<file path="src/rtl/mapping_group_accum_ctrl.sv">
// mapping_group_accum_ctrl: steps a mapping group through four shift slices and accumulates its partial sums.
// Optional MAPPING_ACC_SAT_EN saturates the accumulator on carry-out and raises a sticky sat_o.
module mapping_group_accum_ctrl #(
  parameter int ACC_W = 32,
  parameter int SETTLE_CYC = 2
) (
  input  logic             clk_i,
  input  logic             rst_i,
  input  logic             start_i,
  input  logic             mode_i,
  input  logic             abort_i,
  output logic             busy_o,
  output logic             mode_o,
  output logic             buf_write_en_1_o,
  output logic             buf_write_en_2_o,
  output logic             buf_read_en_o,
  output logic [1:0]       shift_count_o,
  input  logic [31:0]      group_data_i,
  output logic [ACC_W-1:0] result_o,
  output logic             result_valid_o,
  input  logic             result_ready_i,
  output logic             sat_o
);
  typedef enum logic [2:0] {S_IDLE, S_WR1, S_WR2, S_WAIT, S_RD, S_ACC, S_DONE} state_t;
  state_t           state_q, state_d, after_wr;
  logic             mode_q, mode_d, sat_q, sat_d;
  logic [1:0]       slice_q, slice_d;
  logic [3:0]       wait_q, wait_d;
  logic [ACC_W-1:0] acc_q, acc_d;
  logic [ACC_W:0]   sum;
  logic             unused_bits;
  assign sum = {1'b0, acc_q} + {{(ACC_W - 19){1'b0}}, group_data_i[19:0]};
  assign unused_bits = ^{group_data_i[31:20], sum[ACC_W]};
  assign after_wr = (SETTLE_CYC == 0) ? S_RD : S_WAIT;
  always_comb begin
    state_d = state_q;
    mode_d = mode_q;
    sat_d = sat_q;
    slice_d = slice_q;
    wait_d = wait_q;
    acc_d = acc_q;
    case (state_q)
      S_IDLE: if (start_i) begin
        state_d = S_WR1;
        mode_d = mode_i;
        acc_d = '0;
        sat_d = 1'b0;
        slice_d = 2'd0;
      end
      S_WR1: begin
        state_d = mode_q ? S_WR2 : after_wr;
        wait_d = 4'(SETTLE_CYC - 1);
      end
      S_WR2: begin
        state_d = after_wr;
        wait_d = 4'(SETTLE_CYC - 1);
      end
      S_WAIT: begin
        state_d = (wait_q == 4'd0) ? S_RD : S_WAIT;
        wait_d = wait_q - 4'd1;
      end
      S_RD: state_d = S_ACC;
      S_ACC: begin
`ifdef MAPPING_ACC_SAT_EN
        acc_d = sum[ACC_W] ? '1 : sum[ACC_W-1:0];
        sat_d = sat_q | sum[ACC_W];
`else
        acc_d = sum[ACC_W-1:0];
`endif
        state_d = (slice_q == 2'd3) ? S_DONE : S_WR1;
        slice_d = (slice_q == 2'd3) ? slice_q : slice_q + 2'd1;
      end
      S_DONE: if (result_ready_i) begin
        state_d = S_IDLE;
        slice_d = 2'd0;
      end
      default: state_d = S_IDLE;
    endcase
    // abort outranks everything, including the result handshake
    if (abort_i && state_q != S_IDLE) begin
      state_d = S_IDLE;
      acc_d = '0;
      sat_d = 1'b0;
      slice_d = 2'd0;
    end
  end
  always_ff @(posedge clk_i or posedge rst_i) begin
    if (rst_i) begin
      state_q <= S_IDLE;
      mode_q <= 1'b0;
      sat_q <= 1'b0;
      slice_q <= 2'd0;
      wait_q <= 4'd0;
      acc_q <= '0;
    end else begin
      state_q <= state_d;
      mode_q <= mode_d;
      sat_q <= sat_d;
      slice_q <= slice_d;
      wait_q <= wait_d;
      acc_q <= acc_d;
    end
  end
  assign busy_o = state_q != S_IDLE;
  assign mode_o = mode_q;
  assign buf_write_en_1_o = state_q == S_WR1;
  assign buf_write_en_2_o = state_q == S_WR2;
  assign buf_read_en_o = state_q == S_RD;
  assign shift_count_o = slice_q;
  assign result_o = acc_q;
  assign result_valid_o = state_q == S_DONE;
  assign sat_o = sat_q;
endmodule

</file>
<file path="config.mk">
export PLATFORM = sky130hd
export DESIGN_NAME = mapping_group_accum_ctrl
export DESIGN_NICKNAME = d
export VERILOG_FILES = /design/src/rtl/mapping_group_accum_ctrl.sv
export SDC_FILE = /design/constraint.sdc
export NUM_CORES = 1
export LEC_CHECK = 0
export CAP_MARGIN = 0
export CORE_ASPECT_RATIO = 0.75
export CORE_MARGIN = 2
export CORE_UTILIZATION = 30
export DETAILED_ROUTE_END_ITERATION = 6
export PLACE_DENSITY = 0.6
export SLEW_MARGIN = 15
export SYNTH_ARGS = -nofsm -noshare
export SYNTH_HDL_FRONTEND = slang
export SYNTH_SLANG_ARGS = --single-unit
</file>
<file path="constraint.sdc">
create_clock -name clk_i -period 3.3 [get_ports clk_i]
set_input_delay 0.825 -clock clk_i [delete_from_list [all_inputs] [get_ports clk_i]]
set_output_delay 0.825 -clock clk_i [all_outputs]
set_load 0.02 [all_outputs]
</file>
# Yosys cells after proc, flatten, opt, wreduce, memory -nomap -nowiden
# Index checks and enable logic that the tools add are counted.
# W data, S select, Z words.
op_classes:
  n_lt_le_gt_ge: 0
  shifts: 0
  n_bitwise: 0
  reduce_logical: 15
  n_eq_ne: 10
  addsub: 3
  div_mod_pow: 0
  n_mul: 0
  muxes: 19
ops:
  columns: ["cell", "n"]
  rows:
  - ["$mux W32", 2]
  - ["$pmux W32 S2", 1]
  - ["$add A32 B20 Y32", 1]
  - ["$pmux W3 S7", 1]
  - ["$mux W3", 5]
  - ["$eq A3 B3 Y1 const B", 3]
  - ["$mux W2", 4]
  - ["$pmux W4 S2", 1]
  - ["$reduce_and A2 Y1", 4]
  - ["$eq A3 B2 Y1 const B", 2]
  - ["$ne A3 B3 Y1 const B", 2]
  - ["$pmux W2 S3", 1]
  - ["$reduce_bool A2 Y1", 3]
  - ["$reduce_bool A3 Y1", 2]
  - ["$logic_not A4 Y1", 1]
  - ["$mux W1", 4]
  - ["$reduce_and A4 Y1", 1]
  - ["$reduce_bool A4 Y1", 1]
  - ["$sub A4 B1 Y4 const B", 1]
  - ["$eq A3 B1 Y1 const B", 1]
  - ["$logic_not A3 Y1", 1]
  - ["$ne A3 B1 Y1 const B", 1]
  - ["$add A2 B1 Y2 const B", 1]
  - ["$eq A2 B2 Y1 const B", 1]
  - ["2 further kinds", 2]
totals:
  register_bits: 43
  ram_bits: 0
  n_memories: 0
  mem_bits_ro: 0
  word_cells: 53
  latchBits: 0

# Longest topological paths before layout
logic_depth:
  ltp_word: 4
  mapped_depth: 11

# Worst setup path before layout
# OpenSTA, ideal clock, no wires.
synth_timing:
  path_type: "input to register"
  start: "input group_data_i[0]"
  end: "register acc_q[26] (netlist: result_o[26])"
  setup_ps: 124
  stages: 11
  arrival_ps: 2917
  setup_slack_ps: 259
  cell_sequence: "ha_1 > inv_1 > fa_1 > and2b_1 > o2111ai_2 > a21oi_2 > o211ai_2 > a21o_1 > a21o_1 > o211a_1 > a211o_1"
synth_via:
  elab_chain_cells: 3
synth_lines:
  columns: ["element", "line", "text"]
  rows:
  - ["start, declared", "18", "input logic [31:0] group_data_i,"]
  - ["$add A32 B20 Y32", "32", "assign sum = {1'b0, acc_q} + {{(ACC_W - 19){1'b0}}, group_data_i[19:0]};"]
  - ["$pmux W32 S2", "42", "case (state_q)"]
  - ["$mux W32", "80", "if (abort_i && state_q != S_IDLE) begin"]
  - ["end signal, assigned", "94", "acc_q <= '0;"]
  - ["end signal, assigned", "101", "acc_q <= acc_d;"]
  - ["end, declared", "29", "logic [ACC_W-1:0] acc_q, acc_d;"]
# Every way passes these cells.
# A chain may end at the register's enable or synchronous reset.

# Final worst setup path
# Ends and elaborated chain as after synthesis.

==> results_dict.tcl <==
set metrics [dict create \
    coreArea_mm2 0.00981 \
    root_buffer "clkbuf_16" \
    cts.clk_slew.worst_paths_ns 0.06 \
    cts_tree "yes" \
    cts_sinks 42 \
    r2r-start "result_o[0]" \
    clockBufferDepth 2 \
    run_status "complete, no violations" \
    drt_iter0_drc 260 \
    cts_inserted_buffers 5 \
    yosysMostFrequentCell "nand2_1" \
    grt_overflow 0 \
    first_global_vias 2812 \
    layout_min_cycle_time_ns 3.11 \
    fp.dieH_um 91.7 \
    power_density_mw_per_mm2 415 \
    total_power_mw 1.72 \
    antenna_cells 0 \
    placedCellCount 563 \
    area.growth.synth_to_final_pct 34.9 \
    postRouteWirelength_um 8520 \
    timing.fmax_mhz 321 \
    async_reset_ff_frac 1.00 \
    tightestPinTransition_ns 0.542 \
    antenna_left 0 \
    synth_edf_count 0 \
    timing.slew.headroom 0.637 \
    yosysUniqueCellTypes 61 \
    first_pass_iters 5 \
    finalClockSkew_ns 0.0100 \
    syn-num-nets 416 \
    startpoint "group_data_i[0]" \
    stdcell_count 572 \
    report.final.slew_viol_count 0 \
    dpl.hpwl_um 6360 \
    route.vias.total 2940 \
    syn-cell-area_mm2 0.00308 \
    finalWorstSetupSlack_ns 0.189 \
    grt_max_degree 25 \
    synthMuxAreaShare 0.00691 \
    routabilityCongestion 0.868 \
    drc_errors 0 \
    vias_per_cell 5.14 \
    hold_depth 1 \
    synth_xor_area_frac 0.0427 \
    initial_core_util 0.314 \
    min_from "wait_q[0]" \
    layout.nets 500 \
    place_area_mm2 0.00399 \
    rsz0062_at_grt "no" \
    io-pin-count 79 \
    r2r_slack_ns 0.55 \
    htree_levels 2 \
    required_ns 3.47 \
    utilization 0.423 \
    crit_arrival_ns 3.28 \
    clk_latency_ns 0.29 \
    post_synth_and_or_nand_nor_area_fraction 0.198 \
    fillCellCount 963 \
    synth_compound_area_frac 0.262 \
    gr-usage-all-layers 0.159 \
    ys_ff_latch 42 \
    cp-end-kind "flop" \
    fin_crit_sh 0.943 \
    row_count 31 \
    hold_violations 0 \
    grt_pass1_wl_um 14200 \
    setup_viol 0 \
    synth_top_area_cell "dfrtp_1" \
    synth_top_area_share 0.341 \
    fin_area_mm2 0.00415 \
    antenna_found_initial 0 \
    hp-class "reg2reg" \
    synth.top_cells.by_area "dfrtp_1 34%, ha_1 8.9%, o21ai_0 6.0%" \
    reg2reg_to "result_o[26]" \
    maxCapViolations 0 \
    die_w_um 121 \
    synth_fa_ha_area_frac 0.0959 \
    yosys_warnings 0 \
    wire_per_inst_um 14.9 \
    dieArea_mm2 0.0111 \
    endpoint "result_o[26]" \
    synth_top_family_by_area "compound AO/OA/AOI/OAI gates" \
    ys_top_cells_by_count "43 x nand2_1, 42 x dfrtp_1, 37 x o21ai_0" \
    avgSynthCellArea_um2 8.67 \
    dp_slack_ns -0.365 \
    ir_worst_vdd_mv 0.171 \
    worst_setup_path_start_kind "primary input" \
    total_leakage_power_nw 1.83 \
    synth_cells 355 \
    io_buffer_count 65 \
    yosysSeqAreaShare 0.341 \
    r2r_cells 11 \
    synth-main-ff-cell "dfrtp_1" \
    drive_gt1_frac 0.114 \
    path_max_fanout 6 \
    crit_type "in2reg" \
]
## registers in the layout (all words and copies together) (netlist names)
| signal | count |
|---|---|
| state_q | 3 |
| shift_count_o | 2 |
| result_o | 32 |
| mode_o | 1 |
| wait_q | 4 |
## cell usage in the layout (no fill, tap or decap), types with 5 or more instances in the layout
| master | synthesis | final |
|---|---|---|
| clkdlybuf4s50_1 | 0 | 63 |
| nand2_1 | 43 | 43 |
| dfrtp_1 | 42 | 42 |
| o21ai_0 | 37 | 36 |
| a21oi_1 | 28 | 28 |
| buf_4 | 2 | 26 |
| ha_1 | 22 | 21 |
| inv_1 | 17 | 14 |
| nor2_1 | 12 | 12 |
| a21o_1 | 12 | 12 |
| nand3_1 | 10 | 10 |
| nor3_1 | 9 | 9 |
| xor2_1 | 8 | 8 |
| xnor2_1 | 7 | 7 |
| a31oi_1 | 7 | 7 |
| nand4_1 | 7 | 7 |
| nand2b_1 | 5 | 5 |
| nor2b_1 | 5 | 5 |
| clkbuf_16 | 0 | 5 |
## worst min-delay path by stage
stage                      endpoint  slack, ns
after floorplan           wait_q[1]       0.45
after global placement    wait_q[1]       0.47
after detailed placement  wait_q[0]       0.48
after CTS                 wait_q[0]       0.49
after global routing      wait_q[1]       0.54
final                     wait_q[0]       0.48
## metrics by stage
step           TNS, ns  hold WS (ns)
6_report             0         0.482
5_1_grt              0         0.536
4_1_cts              0         0.490
3_5_place_dp     -1.64         0.482
3_3_place_gp     -1.62         0.473
2_1_floorplan        0         0.449
## where the power goes
part	switching, mW	internal [mW]	leakage (nW)
combinational	0.333	0.260	1.18
clock	0.203	0.300	0.0739
sequential	0.0703	0.557	0.578
total	0.607	1.12	1.83
## critical path: stages
cell and delay, ns:
dlygate4sd2_1 0.20, ha_2 0.18, inv_2 0.04, fa_2 0.33, and2b_1 0.22, o2111ai_2 0.16
a21oi_2 0.25, o211ai_2 0.13, a21o_1 0.18, a21o_1 0.25, o211a_1 0.24, a211o_1 0.26
## logic make-up (layout without fill, tap and decap cells)
family                   Yosys count  in the layout
flip-flops                        42             42
AO/OA/AOI/OAI                    124            124
multiplexers                       2              2
buffers and inverters             31            116
adder cells (fa/ha/maj)           23             23
other                              1              1
XOR/XNOR                          15             15
AND/OR/NAND/NOR                  117            117
## routing by layer
metal  GRT usage  share of wire  vias to the layer above
li1            -              -                     1468
met1       0.250           0.55                     1394
met2       0.217           0.40                       74
met3      0.0323          0.043                        4
met4      0.0368         0.0066                        0
met5           0              0                        -
## repair_timing
action	CTS	global route
setup buffers	1	0
gates resized for setup	4	2
endpoints found under the setup margin	4	5
hold buffers	0	0
pin swaps	3	5
## area by class of cell
cell class	count	area (um^2)	share of cell area
clock inverter	1	5.00	0.00121
tap	132	165	0.0398
inverter	17	63.8	0.0154
clock buffer	7	143	0.0343
timing repair buffer	91	847	0.204
multi-input combinational	282	1880	0.452
sequential	42	1050	0.253
Power figures use the tool's default switching activity.
